===== config.mk =====
export PLATFORM = sky130hd
export DESIGN_NAME = bit_stream_serializer
export DESIGN_NICKNAME = d
export VERILOG_FILES = /design/src/rtl/bit_serializer_pkg.sv /design/src/rtl/serializer_bit_counter.sv /design/src/rtl/bit_stream_serializer.sv
export SDC_FILE = /design/constraint.sdc
export NUM_CORES = 1
export LEC_CHECK = 0
export BUFFER_PORTS_ARGS = -buffer_cell sky130_fd_sc_hd__buf_2
export CAP_MARGIN = 20
export CORE_MARGIN = 1.5
export CORE_UTILIZATION = 54
export DETAILED_ROUTE_END_ITERATION = 10
export PLACE_DENSITY = 0.8
export SETUP_SLACK_MARGIN = 0.15
export SLEW_MARGIN = 20
export SYNTH_ARGS = -nofsm -noshare
export SYNTH_HDL_FRONTEND = slang
export SYNTH_HIERARCHICAL = 1
export SYNTH_SLANG_ARGS = --single-unit

===== constraint.sdc =====
create_clock -name CLOCK -period 3.4 [get_ports CLOCK]
set_input_delay 0.17 -clock CLOCK [delete_from_list [all_inputs] [get_ports CLOCK]]
set_output_delay 0.17 -clock CLOCK [all_outputs]
set_load 0.01 [all_outputs]

===== src/rtl/bit_serializer_pkg.sv =====
// rtl/bit_serializer_pkg.sv - shared types and constants for the bit stream serializer
// Optional parity state is present only when SERIALIZER_PARITY_EN is defined.
package bit_serializer_pkg;

  localparam int WIDTH_DEFAULT = 8;
  // Wide enough for a bit index of the largest legal word (16 bits).
  localparam int CNT_W = $clog2(16);

`ifdef SERIALIZER_PARITY_EN
  typedef enum logic [1:0] {
    ST_IDLE   = 2'd0,
    ST_SHIFT  = 2'd1,
    ST_PARITY = 2'd2
  } state_t;
`else
  typedef enum logic [1:0] {
    ST_IDLE  = 2'd0,
    ST_SHIFT = 2'd1
  } state_t;
`endif

endpackage


===== src/rtl/serializer_bit_counter.sv =====
// rtl/serializer_bit_counter.sv - loadable bit down-counter with terminal-count flag
module serializer_bit_counter
  import bit_serializer_pkg::*;
(
  input  logic             CLOCK,
  input  logic             RESET,
  input  logic             load,
  input  logic [CNT_W-1:0] load_value,
  input  logic             dec_en,
  output logic             zero
);

  logic [CNT_W-1:0] count;

  // Decrement saturates at zero so a held enable at terminal count never wraps.
  always_ff @(posedge CLOCK or posedge RESET) begin
    if (RESET) begin
      count <= '0;
    end else if (load) begin
      count <= load_value;
    end else if (dec_en && (count != '0)) begin
      count <= count - 1'b1;
    end
  end

  assign zero = (count == '0);

endmodule


===== src/rtl/bit_stream_serializer.sv =====
// rtl/bit_stream_serializer.sv - MSB-first parallel-to-serial converter
// Define SERIALIZER_PARITY_EN to append one even-parity bit after each word.
module bit_stream_serializer
  import bit_serializer_pkg::*;
#(
  parameter int WIDTH = WIDTH_DEFAULT
)
(
  input  logic             CLOCK,
  input  logic             RESET,
  input  logic [WIDTH-1:0] DATA_IN,
  input  logic             LOAD,
  input  logic             ENABLE,
  output logic             READY,
  output logic             X,
  output logic             X_VALID,
  output logic             DONE
);

  state_t           state;
  logic [WIDTH-1:0] shreg;
  logic             cnt_load;
  logic             cnt_dec;
  logic             cnt_zero;
`ifdef SERIALIZER_PARITY_EN
  logic             parity_acc;
`endif

  assign cnt_load = (state == ST_IDLE) && LOAD;
  assign cnt_dec  = (state == ST_SHIFT) && ENABLE;

  serializer_bit_counter u_bit_counter (
    .CLOCK      (CLOCK),
    .RESET      (RESET),
    .load       (cnt_load),
    .load_value (CNT_W'(WIDTH - 1)),
    .dec_en     (cnt_dec),
    .zero       (cnt_zero)
  );

  // The shift register MSB is the line itself, so it is cleared whenever the
  // FSM returns to idle and reloaded with the parity bit for the parity cycle.
  always_ff @(posedge CLOCK or posedge RESET) begin
    if (RESET) begin
      state <= ST_IDLE;
      shreg <= '0;
`ifdef SERIALIZER_PARITY_EN
      parity_acc <= 1'b0;
`endif
    end else begin
      case (state)
        ST_IDLE: begin
          if (LOAD) begin
            state <= ST_SHIFT;
            shreg <= DATA_IN;
`ifdef SERIALIZER_PARITY_EN
            parity_acc <= ^DATA_IN;
`endif
          end
        end
        ST_SHIFT: begin
          if (ENABLE) begin
            if (cnt_zero) begin
`ifdef SERIALIZER_PARITY_EN
              state <= ST_PARITY;
              shreg <= {parity_acc, {(WIDTH-1){1'b0}}};
`else
              state <= ST_IDLE;
              shreg <= '0;
`endif
            end else begin
              shreg <= {shreg[WIDTH-2:0], 1'b0};
            end
          end
        end
`ifdef SERIALIZER_PARITY_EN
        ST_PARITY: begin
          if (ENABLE) begin
            state      <= ST_IDLE;
            shreg      <= '0;
            parity_acc <= 1'b0;
          end
        end
`endif
        default: begin
          state <= ST_IDLE;
          shreg <= '0;
        end
      endcase
    end
  end

  assign READY   = (state == ST_IDLE);
  assign X_VALID = (state != ST_IDLE);
  assign X       = shreg[WIDTH-1];
`ifdef SERIALIZER_PARITY_EN
  assign DONE    = (state == ST_PARITY);
`else
  assign DONE    = (state == ST_SHIFT) && cnt_zero;
`endif

endmodule


# == After elaboration in Yosys (flattened, before gate mapping) ==
# Cells that the tools add are included.
# classes
add_sub_neg,1
n_eq_ne,4
muxes,10
reduce_logical,11
# op_table
cell,n
8-bit 2-to-1 mux,3
8-bit one-hot mux with 2 select lines,1
4-bit 2-to-1 mux,2
2-bit 2-to-1 mux,3
"2-bit inequality test, second input constant",3
1-bit logical AND,4
4-bit logical NOT,1
2-bit one-hot mux with 2 select lines,1
2-bit nonzero test,2
4-bit nonzero test,1
"4-bit by 1-bit subtractor with 4-bit output, second input constant",1
3-bit AND reduction,1
"2-bit by 1-bit == test with 1-bit output, second input constant",1
2-bit logical NOT,1
2-bit AND reduction,1
# totals
ff_bits,14
output_inout_bits,4
elab_cells,29

# == Depth between registers and ports, before layout ==
# Gate-level depths: netlist (run 1).
# logic_depth
word_depth,5
depth_mapped,8
ltp_nobuf,7

# == By module ==
# The synthesis (run 1) kept the hierarchy.
# modules_own_cells
module,n_inst,cells_each,area_each_um2
bit_stream_serializer,1,45,444.2
serializer_bit_counter,1,28,261.5

# == Least setup slack after synthesis (run 1) ==
# No wires, ideal clock.
# synth_timing
path_type,reg-to-reg
start,reg u_bit_counter.count[0]
end,reg shreg[2]
setup_ns,0.120
arrival_time_ns,1.609
t_required_ns,3.280
path_slack_ns,1.670
stages_incl_launch_ff,9
path_buffers,1
period_less_slack_ns,1.730
path_cell_list,dfrtp_1 inv_1 ha_1 or3b_4 inv_1 and2b_1 buf_2 a22oi_1 o21ai_2
# synth_between
elab_chain_len,4
# synth_rtl
element,line,text
from (decl),serializer_bit_counter.sv:13,logic [CNT_W-1:0] count;
from (signal assigned),serializer_bit_counter.sv:20,count <= load_value;
from (signal assigned),serializer_bit_counter.sv:22,count <= count - 1'b1;
4-bit logical NOT,serializer_bit_counter.sv:26,assign zero = (count == '0);
via cnt_zero,bit_stream_serializer.sv:24,logic cnt_zero;
8-bit 2-to-1 mux,bit_stream_serializer.sv:63,if (cnt_zero) begin
8-bit 2-to-1 mux,bit_stream_serializer.sv:62,if (ENABLE) begin
8-bit one-hot mux with 2 select lines,bit_stream_serializer.sv:51,case (state)
to (signal assigned),bit_stream_serializer.sv:72,"shreg <= {shreg[WIDTH-2:0], 1'b0};"
to (decl),bit_stream_serializer.sv:21,logic [WIDTH-1:0] shreg;
# The timed path passes the listed nets, and every way through them passes these cells. The select of a mux whose other input is x is not followed.
# A chain may end at the register's enable or synchronous reset.

# == Worst setup path after layout (run 1) ==
# layout_timing
start,reg u_bit_counter.count[0]
end,out DONE
# layout_between
elab_chain_len,2
# layout_rtl
element,line,text
4-bit logical NOT,serializer_bit_counter.sv:26,
via cnt_zero,bit_stream_serializer.sv:24,
1-bit logical AND,bit_stream_serializer.sv:99,assign DONE = (state == ST_SHIFT) && cnt_zero;
to (decl),bit_stream_serializer.sv:17,output logic DONE
# The timed path passes the listed nets, and every way through them passes these cells.

==> results.sh, run 1 <==
export IMPL_status="completed"
export IMPL_regToRegStartpoint="u_bit_counter/count[0]"
export IMPL_numCtsBuffers=3
export IMPL_postLayoutSetupSlackWorst_ps=1470
export IMPL_multi_input_area_um2=342
export IMPL_synth_mux_area_fraction_pct=1.95
export IMPL_syn_mean_instance_area_um2=9.67
export IMPL_detailed_place_area_um2=786
export IMPL_grt_start_max_net_pins=16
export IMPL_yosysUniqueCellTypes=29
export IMPL_seqPwrFrac_pct=41.4
export IMPL_via_per_inst=5.58
export IMPL_layout_min_cycle_time_ps=1930
export IMPL_grt_util_all_layers_pct=23.6
export IMPL_power_leakage_nw=0.414
export IMPL_critical_path_max_fanout=5
export IMPL_dieWidth_um=39.2
export IMPL_via_count=592
export IMPL_cp_required_ps=3230
export IMPL_ctsRootBufferMaster="clkbuf_4"
export IMPL_ctsResizeCount=0
export IMPL_synth_compound_area_share_pct=23.4
export IMPL_area_growth_syn_to_layout_pct=16.5
export IMPL_drt_pre_antenna_iters=4
export IMPL_max_cap_viol_count=0
export IMPL_power_mw=0.670
export IMPL_timing_critical_path_from_type="flop"
export IMPL_clkPwrFrac_pct=14.5
export IMPL_cellInternalPower_mw=0.410
export IMPL_number_of_cell_instances_on_the_worst_register_to_register_path=7
export IMPL_worst_setup_path_type="reg -> out"
export IMPL_placed_cells=101
export IMPL_holdPathEnd="state[0]"
export IMPL_layout_cell_area_non_filler_um2=822
export IMPL_setup_reg_to_reg_worst_slack_ps=1530
export IMPL_port_buffer_count=15
export IMPL_synth_cell_area_um2=706
export IMPL_layout_cells_non_filler=106
export IMPL_aggregate_global_routing_overflow=0
export IMPL_n_diodes=0
export IMPL_antenna_found_initial=0
export IMPL_drive_gt1_share_pct=29.3
export IMPL_grt_first_pass_wirelength_um=2380
export IMPL_holdWs_ps=90.6
export IMPL_routed_wirelength_um=1360
export IMPL_worstHoldPathType="in -> reg"
export IMPL_ios=16
export IMPL_post_synth_adder_cell_area_pct=1.77
export IMPL_worstPathArrival_ps=1760
export IMPL_max_slew_margin_pct=48.7
export IMPL_design_die_area_um2=1530
export IMPL_sequential_cell_area_um2=325
export IMPL_combinational_family_with_the_most_area_after_synthesis="compound AO/OA/AOI/OAI gates"
export IMPL_synth_cells=73
export IMPL_cts_tree="built"
export IMPL_placement_setup_worst_slack_ps=1540
export IMPL_synth_warnings=6
export IMPL_die_height_um=39.2
export IMPL_cts_max_level=1
export IMPL_synthSimpleGateAreaFrac_pct=19.1
export IMPL_peakVddDrop_uv=434
export IMPL_hold_start="ENABLE"
export IMPL_tns_ps=0
export IMPL_cts_path_max_buffers=2
export IMPL_wl_per_cell_um=12.8
export IMPL_core_rowCount=12
export IMPL_whs_path_depth=2
export IMPL_finalSetupViolations=0
export IMPL_fp_coreArea_um2=1160
export IMPL_power_switching_fraction_pct=38.8
export IMPL_drc=0
export IMPL_combPwrFrac_pct=44.1
export IMPL_clock_sinks=13
export IMPL_synth_xor_area_share_pct=0
export IMPL_cts_clk_slew_worst_paths_ps=80
export IMPL_crit_reg2reg_capture="shreg[1]"
export IMPL_grt_setup_unrepaired="false"
export IMPL_drtIter0Drc=16
export IMPL_worst_skew_pair_late_latency_ps=270
export IMPL_worst_slew_pin_transition_ps=755
export IMPL_fmax_ghz=0.519
export IMPL_first_global_vias=539
export IMPL_dp_hpwl_um=943
export IMPL_fin_skew_ps=2.11
export IMPL_finalHoldViolCount=0
export IMPL_net_switching_power_figure_mw=0.260
export IMPL_share_of_the_core_filled_with_cells_pct=71.1
export IMPL_final_min_period_over_clock_period_pct=56.7
export IMPL_start_util_pct=61.0
export IMPL_power_density_cell_area_nw_per_um2=815
export IMPL_synth_seq_cells=13
export IMPL_nNetsFinal=106
export IMPL_place_gp_congestion=0.797
export IMPL_layout_filler_cells=94
export IMPL_drv_slew=0
export IMPL_synth_seq_area_share_pct=46.1
export IMPL_timing_critical_path_to_type="primary output"
export IMPL_antenna_violation_net_count_after_detailed_routing=0
[critical path: stages, from the launching register on]
cell	delay, ps
dfrtp_1	390
inv_1	100
ha_1	210
or3b_4	420
inv_1	80
and2_2	150
buf_2	130
[worst max-delay path by stage]
stage                           start  endpoint  slack, ps  depth (start not counted)
4_1_cts        u_bit_counter/count[0]      DONE       1470                          6
6_report       u_bit_counter/count[0]      DONE       1470                          6
2_1_floorplan  u_bit_counter/count[0]  shreg[2]       1670                          8
3_5_place_dp   u_bit_counter/count[0]  shreg[1]       1540                          7
5_1_grt        u_bit_counter/count[0]  shreg[4]       1370                          7
3_3_place_gp   u_bit_counter/count[0]  shreg[2]       1610                          7
[cell usage after synthesis, drive strengths merged]
cell type / instances / area (um2)
and3: 1 / 11.3
and2b: 2 / 16.3
ha: 1 / 12.5
a22o: 1 / 8.76
nor3: 1 / 5.00
a21oi: 4 / 20.0
dfrtp: 13 / 325
o31a: 1 / 8.76
nor3b: 1 / 7.51
clkbuf: 1 / 3.75
and2: 1 / 7.51
nor2: 1 / 3.75
or3b: 1 / 11.3
conb: 2 / 7.51
a22oi: 7 / 52.6
nor4b: 1 / 15.0
a31o: 1 / 8.76
inv: 7 / 26.3
mux2i: 1 / 13.8
nand2: 11 / 41.3
and4b: 1 / 10.0
nand2b: 1 / 6.26
o21ai: 9 / 56.3
a221o: 1 / 10.0
buf: 2 / 16.3
[cell usage in the layout (no fill, tap or decap), drive strengths merged, types with 2 or more instances in the layout]
cell type  synthesis  layout
and2b              2       2
a21oi              4       4
dfrtp             13      13
o21ai              9       9
inv                7       7
buf                2      15
conb               2       4
a22oi              7       7
clkbuf             1       4
nand2             11      11
[kinds of logic after synthesis]
kind of cell    after synthesis
flops                        13
fa+ha+maj                     1
mux                           1
other cells                   2
compound gates               24
simple gates                 22
buf+inv                      10
[area by class of cell]
class | count | area share, %
multi-input combinational | 52 | 41.6
sequential | 13 | 39.6
timing repair buffer | 16 | 10.4
clock buffer | 4 | 3.20
inverter | 7 | 3.20
tap | 14 | 2.13
[flip-flops by register name (all words and copies together) (netlist names)]
signal               cells
shreg                    8
state                    1
u_bit_counter/count      4
[per-layer routing]
metal  vias up  track usage, %  share of wire, %
met1       266            33.2                48
met5         -               0                 0
met2        26            35.8                44
met3         4            2.31               6.2
li1        296               -                 -
met4         0            11.2               1.8
[power by group through the flow]
stage | Combinational, mW | Clock [mW] | Sequential (mW)
after detailed placement | 0.292 | 0 | 0.278
after CTS | 0.295 | 0.0985 | 0.277
final | 0.295 | 0.0971 | 0.278
after global routing | 0.337 | 0.104 | 0.289
after global placement | 0.280 | 0 | 0.277
after floorplan | 0.235 | 0 | 0.273
[timing repair]
item / CTS / global route
endpoints found under the setup margin: 0 / 0
hold endpoints to repair: 13 / 0
setup buffers: 0 / 0
hold buffers: 1 / 0
No activity file was read; power rests on OpenSTA's default activity.
==> run 2, diff against run 1 <==
ABC_AREA = 1   (was default)
CORE_ASPECT_RATIO = 1.2   (was default)
CORE_UTILIZATION = 47   (was 54)
PLACE_DENSITY = 0.72   (was 0.8)
clock period = 1.67 ns   (was 3.4 ns; I/O delays follow)
==> results.sh, run 2 <==
export IMPL_final_min_period_over_clock_period_pct=83.2
export IMPL_synth_cells=118
export IMPL_cts_path_max_buffers=2
export IMPL_power_density_cell_area_nw_per_um2=1660
export IMPL_timing_critical_path_to_type="primary output"
export IMPL_numCtsBuffers=3
export IMPL_holdPathEnd="shreg[0]"
export IMPL_peakVddDrop_uv=885
export IMPL_cts_clk_slew_worst_paths_ps=80
export IMPL_timing_critical_path_from_type="flop"
export IMPL_layout_min_cycle_time_ps=1390
export IMPL_fin_skew_ps=1.54
export IMPL_yosysTopAreaCellShare_pct=39.9
export IMPL_first_global_vias=646
export IMPL_worstHoldPathType="in -> reg"
export IMPL_setup_reg_to_reg_worst_slack_ps=330
export IMPL_antenna_violation_net_count_after_detailed_routing=0
export IMPL_whs_path_depth=3
export IMPL_grt_start_max_net_pins=12
export IMPL_max_flop_register="shreg"
export IMPL_crit_top_cell="inv_1"
export IMPL_core_rowCount=16
export IMPL_clock_sinks=13
export IMPL_grt_first_pass_wirelength_um=2540
export IMPL_cts_tree="built"
export IMPL_drv_slew=0
export IMPL_synthTopCellsByCount="nand2_1, nand3_1, dfrtp_1"
export IMPL_synth_area_leader_cell="dfrtp_1"
export IMPL_drtIter0Drc=23
export IMPL_yosysUniqueCellTypes=16
export IMPL_timing_critical_path_cells="inv_1, ha_4, nand2_2, inv_1, nand2_1, inv_1, buf_2"
export IMPL_worst_setup_path_type="reg -> out"
export IMPL_finalHoldViolCount=0
export IMPL_ctsRootBufferMaster="clkbuf_4"
export IMPL_max_cap_viol_count=0
export IMPL_syn_mean_instance_area_um2=6.91
export IMPL_via_count=744
export IMPL_library_cell_with_the_highest_instance_count_after_synthesis="nand2_1"
export IMPL_layout_cells_non_filler=156
export IMPL_n_diodes=0
export IMPL_cts_max_level=1
export IMPL_critical_path_max_fanout=3
export IMPL_holdWs_ps=24.4
export IMPL_synth_seq_area_share_pct=39.9
export IMPL_buffer_count_from_post_cts_setup_fixing=0
export IMPL_via_per_inst=4.77
export IMPL_drc=0
export IMPL_crit_path_top_delay_cell="dfrtp_1"
export IMPL_reg_largest_list="shreg (8), u_bit_counter/count (4), state (1)"
export IMPL_nNetsFinal=152
export IMPL_ios=16
export IMPL_drt_pre_antenna_iters=4
export IMPL_finalSetupViolations=0
export IMPL_share_of_the_core_filled_with_cells_pct=58.2
export IMPL_critPathMaxStageDelay_ps=400
export IMPL_placement_setup_worst_slack_ps=280
export IMPL_regToRegStartpoint="u_bit_counter/count[0]"
export IMPL_start_util_pct=50.3
export IMPL_die_height_um=48.6
export IMPL_fraction_of_registers_with_async_set_reset_pct=100
export IMPL_place_gp_congestion=0.745
export IMPL_dp_hpwl_um=1210
export IMPL_power_leakage_nw=0.574
export IMPL_grt_setup_unrepaired="false"
export IMPL_fp_coreArea_um2=1620
export IMPL_worst_skew_pair_late_latency_ps=270
export IMPL_tns_ps=0
export IMPL_area_growth_syn_to_layout_pct=15.6
export IMPL_fmax_ghz=0.720
export IMPL_drive_gt1_share_pct=22.5
export IMPL_layout_common_cells="nand2_1, nand3_1, buf_2, dfrtp_1, inv_1"
export IMPL_synth_flop_cell="dfrtp_1"
export IMPL_synth_cell_area_um2=816
export IMPL_port_buffer_count=15
export IMPL_synth_warnings=6
export IMPL_wl_per_cell_um=10.0
export IMPL_hold_start="DATA_IN[0]"
export IMPL_synth_enable_flop_cells=0
export IMPL_postLayoutSetupSlackWorst_ps=281
export IMPL_post_synth_main_area_contributors="dfrtp_1, nand2_1, nand3_1, inv_1, buf_6"
export IMPL_design_die_area_um2=2000
export IMPL_most_frequent_standard_cell_in_the_layout_excluding_fill_and_tap_cells="nand2_1"
export IMPL_routed_wirelength_um=1560
export IMPL_grt_util_all_layers_pct=18.9
export IMPL_worstPathArrival_ps=1310
export IMPL_placed_cells=151
export IMPL_number_of_cell_instances_on_the_worst_register_to_register_path=9
export IMPL_cp_required_ps=1590
export IMPL_number_of_flip_flops_under_the_largest_register_name=8
export IMPL_crit_reg2reg_capture="shreg[3]"
export IMPL_antenna_found_initial=0
export IMPL_synth_seq_cells=13
export IMPL_aggregate_global_routing_overflow=0
export IMPL_dieWidth_um=41.0
export IMPL_status="completed"
-- run 2: worst max-delay path by stage --
stage                                      start                     end  slack (ps)  cells after the start
final                     u_bit_counter/count[0]                    DONE         280                      7
after global routing      u_bit_counter/count[0]                    DONE         160                      7
after CTS                 u_bit_counter/count[0]                    DONE         220                      7
after detailed placement  u_bit_counter/count[0]                shreg[3]         280                      9
after global placement    u_bit_counter/count[0]                shreg[3]         290                      9
after floorplan                         state[0]  u_bit_counter/count[3]         390                      9
-- run 2: critical path: cells and delay by family, from the launching register on --
| family | cells | cell delay (ps) |
|---|---|---|
| buf+inv | 4 | 350 |
| flops | 1 | 400 |
| simple gates | 2 | 120 |
| fa+ha+maj | 1 | 160 |
-- run 2: routing by layer --
metal | track usage, % | up-vias | wire length (um)
met4 | 13.3 | 0 | 45
met1 | 23.0 | 326 | 681
met3 | 2.75 | 4 | 57
li1 | - | 399 | -
met2 | 28.6 | 15 | 776
met5 | 0 | - | 0
-- run 2: logic make-up after synthesis --
family	share of synthesized area (%)
simple gates	44.8
buf+inv	10.6
flops	39.9
compound gates	2.30
other cells	0.921
fa+ha+maj	1.53
-- run 2: power by group --
part | switching, mW | total, mW | internal (mW) | leakage, nW
clock | 0.101 | 0.194 | 0.0926 | 0.0150
sequential | 0.0890 | 0.540 | 0.451 | 0.165
combinational | 0.522 | 0.836 | 0.314 | 0.394
total | 0.712 | 1.57 | 0.858 | 0.574
-- run 2: area by class of cell --
| type | instances | area [um2] |
|---|---|---|
| Fill cell | 172 | 678 |
| Multi-Input combinational cell | 90 | 424 |
| Sequential cell | 13 | 325 |
| Timing Repair Buffer | 17 | 92.6 |
| Inverter | 14 | 52.6 |
| Clock buffer | 4 | 26.3 |
| Tap cell | 18 | 22.5 |
-- run 2: through the flow --
step           total power [mW]  area (um2)
6_report                   1.57         943
3_5_place_dp               1.36         895
4_1_cts                    1.56         931
5_1_grt                    1.75         943
2_1_floorplan              1.20         823
3_3_place_gp               1.35         895
-- run 2: repair_timing --
action / 4_1_cts / 5_1_grt
resized for setup: 0 / 2
hold buffers: 1 / 0
hold endpoints to repair: 13 / 0
endpoints found under the setup margin: 0 / 7
==> run 3, diff against run 2 <==
ABC_AREA = 0   (was 1)
CORE_ASPECT_RATIO = default   (was 1.2)
CORE_UTILIZATION = 46   (was 47)
clock period = 1.2 ns   (was 1.67 ns; I/O delays follow)
==> results.sh, run 3 (synthesized netlist as in run 1, its figures left out) <==
export IMPL_status="complete, but fails checks"
export IMPL_violations_in_the_final_reports="negative setup slack"
export IMPL_global_route_usage_met2_pct=40.3
export IMPL_n_diodes=0
export IMPL_max_flop_register="shreg"
export IMPL_combPwrFrac_pct=62.3
export IMPL_most_frequent_standard_cell_in_the_layout_excluding_fill_and_tap_cells="buf_4"
export IMPL_numCtsBuffers=3
export IMPL_regToRegStartpoint="u_bit_counter/count[0]"
export IMPL_timing_critical_path_to_type="flop"
export IMPL_cts_clk_slew_worst_paths_ps=80
export IMPL_holdPathEnd="state[0]"
export IMPL_die_height_um=42.2
export IMPL_placed_cells=114
export IMPL_grt_first_pass_wirelength_um=3190
export IMPL_fp_coreArea_um2=1370
export IMPL_port_buffer_count=15
export IMPL_number_of_flip_flops_under_the_largest_register_name=8
export IMPL_grt_start_max_net_pins=16
export IMPL_final_min_period_over_clock_period_pct=144
export IMPL_clkPwrFrac_pct=9.8
export IMPL_start_util_pct=51.6
export IMPL_ios=16
export IMPL_postLayoutSetupSlackWorst_ps=-523
export IMPL_finalHoldViolCount=0
export IMPL_finalSetupViolations=13
export IMPL_worst_setup_path_type="reg -> reg"
export IMPL_cts_tree="built"
export IMPL_worst_skew_pair_late_latency_ps=290
export IMPL_global_route_peak_usage_layer="met2"
export IMPL_area_growth_syn_to_layout_pct=63.1
export IMPL_cp_required_ps=1420
export IMPL_whs_path_depth=2
export IMPL_clock_sinks=13
export IMPL_aggregate_global_routing_overflow=0
export IMPL_timing_critical_path_from_type="flop"
export IMPL_cts_max_level=1
export IMPL_seqPwrFrac_pct=27.9
export IMPL_design_die_area_um2=1780
export IMPL_max_cap_viol_count=0
export IMPL_worstPathArrival_ps=1940
export IMPL_critical_path_max_fanout=3
export IMPL_hold_start="ENABLE"
export IMPL_cellInternalPower_mw=1.80
export IMPL_fmax_ghz=0.580
export IMPL_setup_reg_to_reg_worst_slack_ps=-520
export IMPL_layout_common_cells="buf_4, buf_2, dfrtp_1, buf_6, nand2_1"
export IMPL_number_of_cell_instances_on_the_worst_register_to_register_path=7
export IMPL_layout_cells_non_filler=131
export IMPL_cts_path_max_buffers=2
export IMPL_first_global_vias=709
export IMPL_ctsRootBufferMaster="clkbuf_4"
export IMPL_dieWidth_um=42.2
export IMPL_drtIter0Drc=36
export IMPL_drv_slew=0
export IMPL_layout_cell_area_non_filler_um2=1150
export IMPL_dp_hpwl_um=1130
export IMPL_fin_skew_ps=2.41
export IMPL_power_density_cell_area_nw_per_um2=2540
export IMPL_place_gp_congestion=0.726
export IMPL_routed_wirelength_um=2130
export IMPL_holdWs_ps=3.73
export IMPL_layout_min_cycle_time_ps=1720
export IMPL_antenna_found_initial=0
export IMPL_antenna_violation_net_count_after_detailed_routing=0
export IMPL_via_count=720
export IMPL_share_of_the_core_filled_with_cells_pct=84.2
export IMPL_power_switching_fraction_pct=38.4
export IMPL_detailed_place_area_um2=948
export IMPL_reg_largest_list="shreg (8), u_bit_counter/count (4), state (1)"
export IMPL_placement_setup_worst_slack_ps=-465
export IMPL_grt_setup_unrepaired="true"
export IMPL_core_rowCount=13
export IMPL_drive_gt1_share_pct=59.5
export IMPL_peakVddDrop_uv=1540
export IMPL_worstHoldPathType="in -> reg"
export IMPL_nNetsFinal=130
export IMPL_crit_reg2reg_capture="u_bit_counter/count[0]"
export IMPL_layout_filler_cells=74
export IMPL_timing_critical_path_cells="inv_2, ha_4, or3b_4, buf_6, buf_6, a21oi_1, o31a_1"
export IMPL_wl_per_cell_um=16.2
export IMPL_power_mw=2.92
export IMPL_net_switching_power_figure_mw=1.12
export IMPL_critPathMaxStageDelay_ps=400
export IMPL_grt_use_met3_pct=2.59
export IMPL_crit_top_cell="buf_6"
export IMPL_drt_pre_antenna_iters=4
export IMPL_tns_ps=-5490
export IMPL_via_per_inst=5.50
export IMPL_grt_util_all_layers_pct=23.6
export IMPL_crit_path_top_delay_cell="dfrtp_1"
export IMPL_power_leakage_nw=0.557
export IMPL_global_route_usage_met1_pct=31.0
export IMPL_drc=0
## run 3: changes by cell type in the layout (fill, tap and decap cells not counted), sizes merged, moves of 4 or more
cell / before / now
a21oi: 0 / 4
inv: 13 / 7
buf: 16 / 38
nand3: 18 / 0
a22oi: 0 / 7
nand2: 59 / 11
o21ai: 3 / 9
## run 3: per-layer routing
layer / routed length, um / up-vias
li1: - / 341
met1: 852 / 324
met5: 0 / -
met4: 71 / 0
met3: 164 / 10
met2: 1040 / 45
## run 3: worst max-delay path: cells and delay by family (launching register included)
family | cells | cell delay, ps
and+or+nand+nor | 1 | 400
AOI/OAI and AO/OA | 2 | 370
buffers and inverters | 3 | 350
adders and majority gates | 1 | 140
DFF | 1 | 400
## run 3: cell type report
class | count | area (um2) | area share [%]
multi-input combinational | 52 | 422 | 36.6
timing repair buffer | 40 | 329 | 28.6
sequential | 13 | 327 | 28.4
clock buffer | 4 | 26.3 | 2.28
inverter | 7 | 28.8 | 2.50
tap | 15 | 18.8 | 1.63
## run 3: how the worst max path moves through the flow
stage | start | cells past startpoint | slack (ps) | to
CTS | u_bit_counter/count[0] | 6 | -410 | DONE
floorplan | u_bit_counter/count[1] | 8 | -440 | shreg[1]
finish | u_bit_counter/count[0] | 7 | -520 | u_bit_counter/count[0]
detailed placement | u_bit_counter/count[0] | 7 | -460 | shreg[2]
global route | u_bit_counter/count[0] | 6 | -500 | u_bit_counter/count[0]
global placement | u_bit_counter/count[0] | 7 | -430 | shreg[2]
## run 3: what timing repair did
action | CTS | global route
pin swaps | 8 | 1
endpoints found under the setup margin | 16 | 16
hold buffers | 2 | 0
buffers inserted | 8 | 3
resized for setup | 18 | 1
endpoints found under the hold margin | 14 | 0
## run 3: power by group through the flow
| stage | Combinational (mW) | Clock [mW] | Sequential (mW) |
|---|---|---|---|
| floorplan | 0.835 | 0 | 0.805 |
| global placement | 1.20 | 0 | 0.785 |
| detailed placement | 1.23 | 0 | 0.794 |
| CTS | 1.62 | 0.283 | 0.794 |
| global route | 1.91 | 0.304 | 0.822 |
| finish | 1.82 | 0.285 | 0.817 |
